**config.mk**
```make
export PLATFORM = sky130hd
export DESIGN_NAME = pe_issue_ctrl
export DESIGN_NICKNAME = d
export VERILOG_FILES = /design/src/rtl/pe_pkg.sv /design/src/rtl/pe_regfile.sv /design/src/rtl/pe_issue_ctrl.sv
export SDC_FILE = /design/constraint.sdc
export NUM_CORES = 2
export LEC_CHECK = 0
export BUFFER_PORTS_ARGS = -buffer_cell sky130_fd_sc_hd__buf_2
export CORE_MARGIN = 5
export CORE_UTILIZATION = 40
export DETAILED_ROUTE_END_ITERATION = 8
export PLACE_DENSITY = 0.59
export SETUP_SLACK_MARGIN = 0.05
export SLEW_MARGIN = 20
export SYNTH_ARGS = -nofsm -noshare
export SYNTH_HDL_FRONTEND = slang
export SYNTH_SLANG_ARGS = --single-unit
```
**constraint.sdc**
```tcl
create_clock -name clk_i -period 3 [get_ports clk_i]
set_clock_uncertainty 0.15 [all_clocks]
set_input_delay 0.3 -clock clk_i [delete_from_list [all_inputs] [get_ports clk_i]]
set_output_delay 0.3 -clock clk_i [all_outputs]
set_load 0.02 [all_outputs]
```
**src/rtl/pe_pkg.sv**
```systemverilog
// pe_pkg: shared PE constants, operator opcodes and the issue instruction payload.
//   DATA_L             operand / result width
//   OPCODE_L           operator opcode width
//   PRECISION_CONFIG_L operator precision field width (wired by the parent)
//   INSTR_ADDR_L       register address container width inside pe_instr_t
package pe_pkg;

  localparam int unsigned DATA_L             = 32;
  localparam int unsigned OPCODE_L           = 3;
  localparam int unsigned PRECISION_CONFIG_L = 2;

  // Wide enough for any register file up to 256 entries; narrower files zero-extend.
  localparam int unsigned INSTR_ADDR_L = 8;

  typedef enum logic [OPCODE_L-1:0] {
    OP_SUM  = 3'd0,
    OP_PROD = 3'd1,
    OP_PASS = 3'd2,
    OP_MAX  = 3'd3,
    OP_MIN  = 3'd4
  } pe_opcode_e;

  // Opcode is kept as raw bits so unrecognised encodings pass through untouched.
  typedef struct packed {
    logic [OPCODE_L-1:0]     opcode;
    logic [INSTR_ADDR_L-1:0] src0;
    logic [INSTR_ADDR_L-1:0] src1;
    logic [INSTR_ADDR_L-1:0] dst;
    logic                    store;
  } pe_instr_t;

endpackage

```
**src/rtl/pe_regfile.sv**
```systemverilog
// pe_regfile: REG_N x DATA_L operand registers.
//   clk_i, rst_i          clock, synchronous active-high reset (clears every entry)
//   rd0_*/rd1_*           two asynchronous read ports
//   ld_we_i/addr/data     external load write port
//   wb_we_i/addr/data     writeback write port
module pe_regfile
  import pe_pkg::*;
#(
  parameter int unsigned REG_N      = 16,
  parameter int unsigned REG_ADDR_L = $clog2(REG_N)
) (
  input  logic                  clk_i,
  input  logic                  rst_i,
  input  logic [REG_ADDR_L-1:0] rd0_addr_i,
  output logic [DATA_L-1:0]     rd0_data_o,
  input  logic [REG_ADDR_L-1:0] rd1_addr_i,
  output logic [DATA_L-1:0]     rd1_data_o,
  input  logic                  ld_we_i,
  input  logic [REG_ADDR_L-1:0] ld_addr_i,
  input  logic [DATA_L-1:0]     ld_data_i,
  input  logic                  wb_we_i,
  input  logic [REG_ADDR_L-1:0] wb_addr_i,
  input  logic [DATA_L-1:0]     wb_data_i
);

  logic [DATA_L-1:0] mem_q [REG_N];
  logic [DATA_L-1:0] mem_d [REG_N];

  // Write merge; the issue controller never enables both ports together, WB wins if it did.
  always_comb begin
    mem_d = mem_q;
    if (ld_we_i) begin
      mem_d[ld_addr_i] = ld_data_i;
    end
    if (wb_we_i) begin
      mem_d[wb_addr_i] = wb_data_i;
    end
  end

  always_ff @(posedge clk_i) begin
    if (rst_i) begin
      mem_q <= '{default: '0};
    end else begin
      mem_q <= mem_d;
    end
  end

  assign rd0_data_o = mem_q[rd0_addr_i];
  assign rd1_data_o = mem_q[rd1_addr_i];

endmodule

```
**src/rtl/pe_issue_ctrl.sv**
```systemverilog
// pe_issue_ctrl: two-stage (EX, WB) issue pipeline in front of a combinational PE operator.
//   clk_i, rst_i            clock, synchronous active-high reset
//   instr_*                 instruction valid/ready handshake and fields
//   ld_*                    external register load, accepted only with an empty pipeline
//   op_in_0_o/op_in_1_o/op_opcode_o, op_out_i   operator drive and its combinational result
//   res_*                   result stream for instructions marked store
//   busy_o                  EX or WB holds an instruction
// The handshake outputs and the gated reset view are combinational from state and inputs.
module pe_issue_ctrl
  import pe_pkg::*;
#(
  parameter int unsigned REG_N      = 16,
  parameter int unsigned REG_ADDR_L = $clog2(REG_N)
) (
  input  logic                  clk_i,
  input  logic                  rst_i,
  input  logic                  instr_vld_i,
  output logic                  instr_rdy_o,
  input  logic [OPCODE_L-1:0]   instr_opcode_i,
  input  logic [REG_ADDR_L-1:0] instr_src0_i,
  input  logic [REG_ADDR_L-1:0] instr_src1_i,
  input  logic [REG_ADDR_L-1:0] instr_dst_i,
  input  logic                  instr_store_i,
  input  logic                  ld_vld_i,
  output logic                  ld_rdy_o,
  input  logic [REG_ADDR_L-1:0] ld_addr_i,
  input  logic [DATA_L-1:0]     ld_data_i,
  output logic [DATA_L-1:0]     op_in_0_o,
  output logic [DATA_L-1:0]     op_in_1_o,
  output logic [OPCODE_L-1:0]   op_opcode_o,
  input  logic [DATA_L-1:0]     op_out_i,
  output logic                  res_vld_o,
  input  logic                  res_rdy_i,
  output logic [DATA_L-1:0]     res_data_o,
  output logic [REG_ADDR_L-1:0] res_dst_o,
  output logic                  busy_o
);

  // EX stage
  logic      ex_vld_q, ex_vld_d;
  pe_instr_t ex_instr_q, ex_instr_d;

  // WB stage
  logic                  wb_vld_q, wb_vld_d;
  logic                  wb_store_q, wb_store_d;
  logic [DATA_L-1:0]     wb_data_q, wb_data_d;
  logic [REG_ADDR_L-1:0] wb_dst_q, wb_dst_d;

  logic                  stall_c;
  logic                  accept_c;
  logic                  retire_c;
  logic                  ld_we_c;
  pe_instr_t             instr_c;
  logic [REG_ADDR_L-1:0] ex_src0_c, ex_src1_c, ex_dst_c;
  logic [DATA_L-1:0]     rf_rd0_c, rf_rd1_c;
  logic [DATA_L-1:0]     opnd0_c, opnd1_c;
  logic                  unused_addr_hi_c;

  // Handshake control: only a store result blocked by the sink can stall the pipe.
  assign stall_c     = wb_vld_q && wb_store_q && !res_rdy_i;
  assign instr_rdy_o = !rst_i && !stall_c;
  assign accept_c    = instr_vld_i && instr_rdy_o;
  assign retire_c    = !rst_i && wb_vld_q && !stall_c;
  assign ld_rdy_o    = !rst_i && !ex_vld_q && !wb_vld_q && !instr_vld_i;
  assign ld_we_c     = ld_vld_i && ld_rdy_o;

  // Pack the offered instruction into the shared payload format.
  always_comb begin
    instr_c        = '0;
    instr_c.opcode = instr_opcode_i;
    instr_c.src0   = INSTR_ADDR_L'(instr_src0_i);
    instr_c.src1   = INSTR_ADDR_L'(instr_src1_i);
    instr_c.dst    = INSTR_ADDR_L'(instr_dst_i);
    instr_c.store  = instr_store_i;
  end

  assign ex_src0_c = REG_ADDR_L'(ex_instr_q.src0);
  assign ex_src1_c = REG_ADDR_L'(ex_instr_q.src1);
  assign ex_dst_c  = REG_ADDR_L'(ex_instr_q.dst);

  // Container bits above REG_ADDR_L are always zero.
  assign unused_addr_hi_c = ^{ex_instr_q.src0 >> REG_ADDR_L,
                              ex_instr_q.src1 >> REG_ADDR_L,
                              ex_instr_q.dst  >> REG_ADDR_L};

  pe_regfile #(
    .REG_N      (REG_N),
    .REG_ADDR_L (REG_ADDR_L)
  ) u_regfile (
    .clk_i      (clk_i),
    .rst_i      (rst_i),
    .rd0_addr_i (ex_src0_c),
    .rd0_data_o (rf_rd0_c),
    .rd1_addr_i (ex_src1_c),
    .rd1_data_o (rf_rd1_c),
    .ld_we_i    (ld_we_c),
    .ld_addr_i  (ld_addr_i),
    .ld_data_i  (ld_data_i),
    .wb_we_i    (retire_c),
    .wb_addr_i  (wb_dst_q),
    .wb_data_i  (wb_data_q)
  );

  // WB holds the only result not yet in the register file, so it is the only bypass source.
  assign opnd0_c = (wb_vld_q && (wb_dst_q == ex_src0_c)) ? wb_data_q : rf_rd0_c;
  assign opnd1_c = (wb_vld_q && (wb_dst_q == ex_src1_c)) ? wb_data_q : rf_rd1_c;

  // Operator drive: quiet zeros whenever EX is empty or in reset.
  always_comb begin
    op_in_0_o   = '0;
    op_in_1_o   = '0;
    op_opcode_o = '0;
    if (ex_vld_q && !rst_i) begin
      op_in_0_o   = opnd0_c;
      op_in_1_o   = opnd1_c;
      op_opcode_o = ex_instr_q.opcode;
    end
  end

  // Pipeline advance; both stages freeze together on a stall.
  always_comb begin
    ex_vld_d   = ex_vld_q;
    ex_instr_d = ex_instr_q;
    wb_vld_d   = wb_vld_q;
    wb_store_d = wb_store_q;
    wb_data_d  = wb_data_q;
    wb_dst_d   = wb_dst_q;
    if (!stall_c) begin
      ex_vld_d = accept_c;
      if (accept_c) begin
        ex_instr_d = instr_c;
      end
      wb_vld_d = ex_vld_q;
      if (ex_vld_q) begin
        wb_data_d  = op_out_i;
        wb_dst_d   = ex_dst_c;
        wb_store_d = ex_instr_q.store;
      end
    end
  end

  always_ff @(posedge clk_i) begin
    if (rst_i) begin
      ex_vld_q   <= 1'b0;
      ex_instr_q <= '0;
      wb_vld_q   <= 1'b0;
      wb_store_q <= 1'b0;
      wb_data_q  <= '0;
      wb_dst_q   <= '0;
    end else begin
      ex_vld_q   <= ex_vld_d;
      ex_instr_q <= ex_instr_d;
      wb_vld_q   <= wb_vld_d;
      wb_store_q <= wb_store_d;
      wb_data_q  <= wb_data_d;
      wb_dst_q   <= wb_dst_d;
    end
  end

  // Result stream is a direct view of WB, forced quiet while reset is held.
  assign res_vld_o  = !rst_i && wb_vld_q && wb_store_q;
  assign res_data_o = rst_i ? '0 : wb_data_q;
  assign res_dst_o  = rst_i ? '0 : wb_dst_q;
  assign busy_o     = !rst_i && (ex_vld_q || wb_vld_q);

endmodule

```
==> results.md <==
- Final hold violation count: 0
- Total DRC errors in the routed layout: 0
- Buffer type at the clock tree root: sky130_fd_sc_hd__clkbuf_16
- Post-synthesis async set-or-reset flop share: 0%
- Detailed-routing iteration count for the pre-antenna-repair pass: 8
- GRT Residual Overflow: 0
- Cell depth of the worst flop-to-flop path: 5
- Synth warn: 0
- Count of cells along the worst hold path: 3
- Wire length per cell after detailed routing: ~34 microns
- Count of pins on the block boundary: a little under 200
- CP required: roughly 2600 ps
- Clock Sinks: 567
- Initial core utilization: between 40% and 50%
- Data arrival time of the worst path: about 2700 ps
- Reg-to-reg critical path startpoint: wb_vld_q
- Terminating pin of the worst hold path: u_regfile.mem_q[399]
- Vert. Die Dim: slightly above 300 microns
- Total power draw: just under 20 mW
- Max cap viols: 0
- Post-layout nets: 3929
- Relative slew slack: a little under two fifths
- Initial antenna violation count: 3
- PortBufs: ~200
- Die area: 94140 sq um
- Clock buffer count from CTS: between 60 and 70
- Total net switching power: approximately 5.6 mW
- Clock transition at the registers of the reported paths: 60 ps
- Worst ir drop on vdd: 0.4116 mV
- Count of state elements after synthesis: approximately 570
- Wire length of the first global-routing pass: between 200000 and 300000 microns
- Power share of the clock group: between 40% and 50%
- Unrepaired setup endpoints after global routing: yes
- Via density per instance: about 7.7
- Internal Pwr Total: around 14 mW
- Pin count of the biggest net entering global routing: around 130
- Area of the core: 87160 sq um
- HPWL after DPL: 91590 microns
- Share of the cycle needed by the critical path after routing: 103.6%
- Shortest period the worst path allows: 3109 ps
- Number of nets produced by synthesis: 4011
- Row count: around 110
- Total count of max-transition violations in the final report: 0
- Startpoint of the worst hold path: ld_data_i[15]
- Multi-input logic area: 21960 sq um
- Maximum fanout along the worst path: 7
- Kind of critical path: reg2out
- Sequential-to-total area share from yosys stat: between 30% and 40%
- CTS H-tree depth: 3
- Post-route non-filler standard cell count: between 5000 and 6000
- Cell variety after synth: 37
- Ratio of total power to cell area: approximately 450 nW/um^2
- CP endpoint kind: output port
- FF-to-FF setup slack: roughly 360 ps
- Routed via count: ~39000
- Sequential group share of total power: around 40%
- Post-synthesis instance area: around 35000 sq um
- Post-synthesis cell count: ~3900
- Worst slew pin tran: between 900 and 1000 ps
- TritonCTS clock tree: built
- Vias in the first global route: between 30000 and 40000
- Detailed Route Iter0 Violations: ~6700
- Die width: 306.8 microns
- Sequential Area: approximately 11000 sq um
- Post-route ant nets: 0
- Leakage power: 13.07 nW
- Kind of start point of the critical path: register
- Fraction of final layout cells sized beyond drive strength 1: between 20% and 30%
- Global placement routability congestion: ~0.85
- Run status: finished with violations
- GRT Overall Usage: 34.89%
- Final worst setup slack: -109.3 ps
- Tightest Hold Check Type: in2reg
- Avg Synthesized Cell Area: ~9 sq um
- Top flip-flop cell by instance count after synthesis: sky130_fd_sc_hd__dfxtp_1
- Final routed wirelength across all metal layers: 173500 microns
- Post-synth EDFFs: 0
- Capture point of the worst reg-to-reg path: u_regfile.mem_q[495]
- Maximum operating frequency: between 300 and 400 MHz
- Violations in the final reports: negative setup slack
- Switching fraction of total power: 29.22%
- Clock latency reported for the late side of the worst-skew pair: roughly 640 ps
- Endpoints failing setup: 54
- Clock Path Buffers: 3
- Synth-to-layout area growth: 21.58%
- Placed instance count: between 4000 and 5000
- Number of inserted filler cells in the final layout: a little under 8000
- Combinational Power Share: between 10% and 20%
## synthesized netlist by cell type (all sizes together) (49+ instances only)
library cell	n	area share (%)
buf	151	2.1
o21ai	529	7.5
a22o	64	1.6
nor2b	49	0.87
clkbuf	530	5.6
dfxtp	567	32
nand2	167	1.8
nand3	278	3.9
a32oi	234	5.8
nor3	280	4.0
mux4	256	16
a311oi	278	6.9
nor2	72	0.77
a221oi	234	5.8
a22oi	128	2.7
## worst max-delay path by stage
stage	from	endpoint	slack, ps	cells after the start
after floorplan	ex_instr_q[17]	op_in_0_o[10]	520	6
after global placement	ex_instr_q[9]	op_in_1_o[15]	340	7
after detailed placement	ex_instr_q[9]	op_in_1_o[15]	350	7
after CTS	ex_instr_q[17]	op_in_0_o[15]	-150	8
after global routing	ex_instr_q[17]	op_in_0_o[28]	-160	7
final	ex_instr_q[17]	op_in_0_o[15]	-110	7
## layer usage
| layer | track usage [%] | vias to the layer above | routed length [microns] | part of all wire [%] |
|---|---|---|---|---|
| li1 | - | 15690 | - | - |
| met1 | 45.15 | 19140 | 62790 | 36 |
| met2 | 53.00 | 3463 | 75870 | 44 |
| met3 | 8.885 | 684 | 23450 | 14 |
| met4 | 20.46 | 2 | 11420 | 6.6 |
| met5 | 0 | - | 17 | 0.0098 |
## power by group through the flow
stage	Sequential, mW	Combinational, mW	Clock, mW
final	7.78	2.79	8.72
after global routing	7.78	2.83	9.03
after CTS	7.77	2.64	8.70
after detailed placement	7.93	2.17	0
after global placement	7.93	2.17	0
after floorplan	7.82	1.32	0
## logic make-up (layout without fill, tap and decap cells)
group | count (synthesis) | after routing | share of synthesized area (%)
xor gates and xnor gates | 8 | 8 | 0.1988
buffers and inverters | 682 | 651 | 7.768
muxes | 256 | 256 | 16.36
DFF | 567 | 567 | 32.21
and+or+nand+nor | 903 | 903 | 12.53
other | 0 | 2 | 0
AOI/OAI and AO/OA | 1506 | 1506 | 30.93
## state kept, by name, indices dropped and copies added, names as in the netlist
register         cells
ex_instr_q          12
ex_vld_q             1
wb_data_q           32
wb_dst_q             4
u_regfile.mem_q    512
wb_vld_q             1
ex_dst_c             4
wb_store_q           1
## metrics by stage
| step | utilization (%) | hold WS (ps) | TNS (ps) | worst slack, ps | cell area, sq um |
|---|---|---|---|---|---|
| floorplan | - | 258.6 | 0 | 519.3 | 35240 |
| global placement | 43.01 | 299.5 | 0 | 341.4 | 37490 |
| detailed placement | 43.01 | 300.3 | 0 | 349.0 | 37490 |
| CTS | 48.72 | 0.8034 | -5693 | -152.5 | 42460 |
| global route | 49.16 | 35.63 | -6076 | -161.6 | 42840 |
| finish | 49.16 | 23.28 | -3160 | -109.3 | 42840 |
## cells in the final DEF, fill, tap and decap left out, drive strengths merged, types with 108 or more instances in the layout
cell type,synthesis,routed
a311oi,278,278
dfxtp,567,567
nand2,167,167
a221oi,234,234
nand3,278,278
clkbuf,530,108
a22oi,128,128
buf,151,432
o21ai,529,529
a32oi,234,234
nor3,280,280
mux4,256,256
## cell type report
class | count | area share, %
flip-flops and latches | 567 | 26.53
diodes | 2 | 0.01168
multi-input cells | 2673 | 51.26
well taps | 1155 | 3.373
clock inverters | 21 | 0.5636
inverters | 1 | 0.008761
repair buffers | 528 | 13.49
clock buffers | 101 | 4.757
## repair_timing
action / 4_1_cts / 5_1_grt
hold buffers: 89 / 0
gates resized for setup: 167 / 82
endpoints found under the hold margin: 315 / 0
cloned: 28 / 8
pin swaps: 68 / 57
endpoints found under the setup margin: 64 / 64
setup buffers: 28 / 7
## worst max-delay path, cell delays in order (launching register included)
cell and delay, ps:
sky130_fd_sc_hd__dfxtp_4 440, sky130_fd_sc_hd__buf_12 180, sky130_fd_sc_hd__buf_12 160, sky130_fd_sc_hd__mux4_2 520, sky130_fd_sc_hd__a22oi_2 220, sky130_fd_sc_hd__nand2_2 130
sky130_fd_sc_hd__a22o_1 260, sky130_fd_sc_hd__buf_6 150
Power figures use the tool's default switching activity.
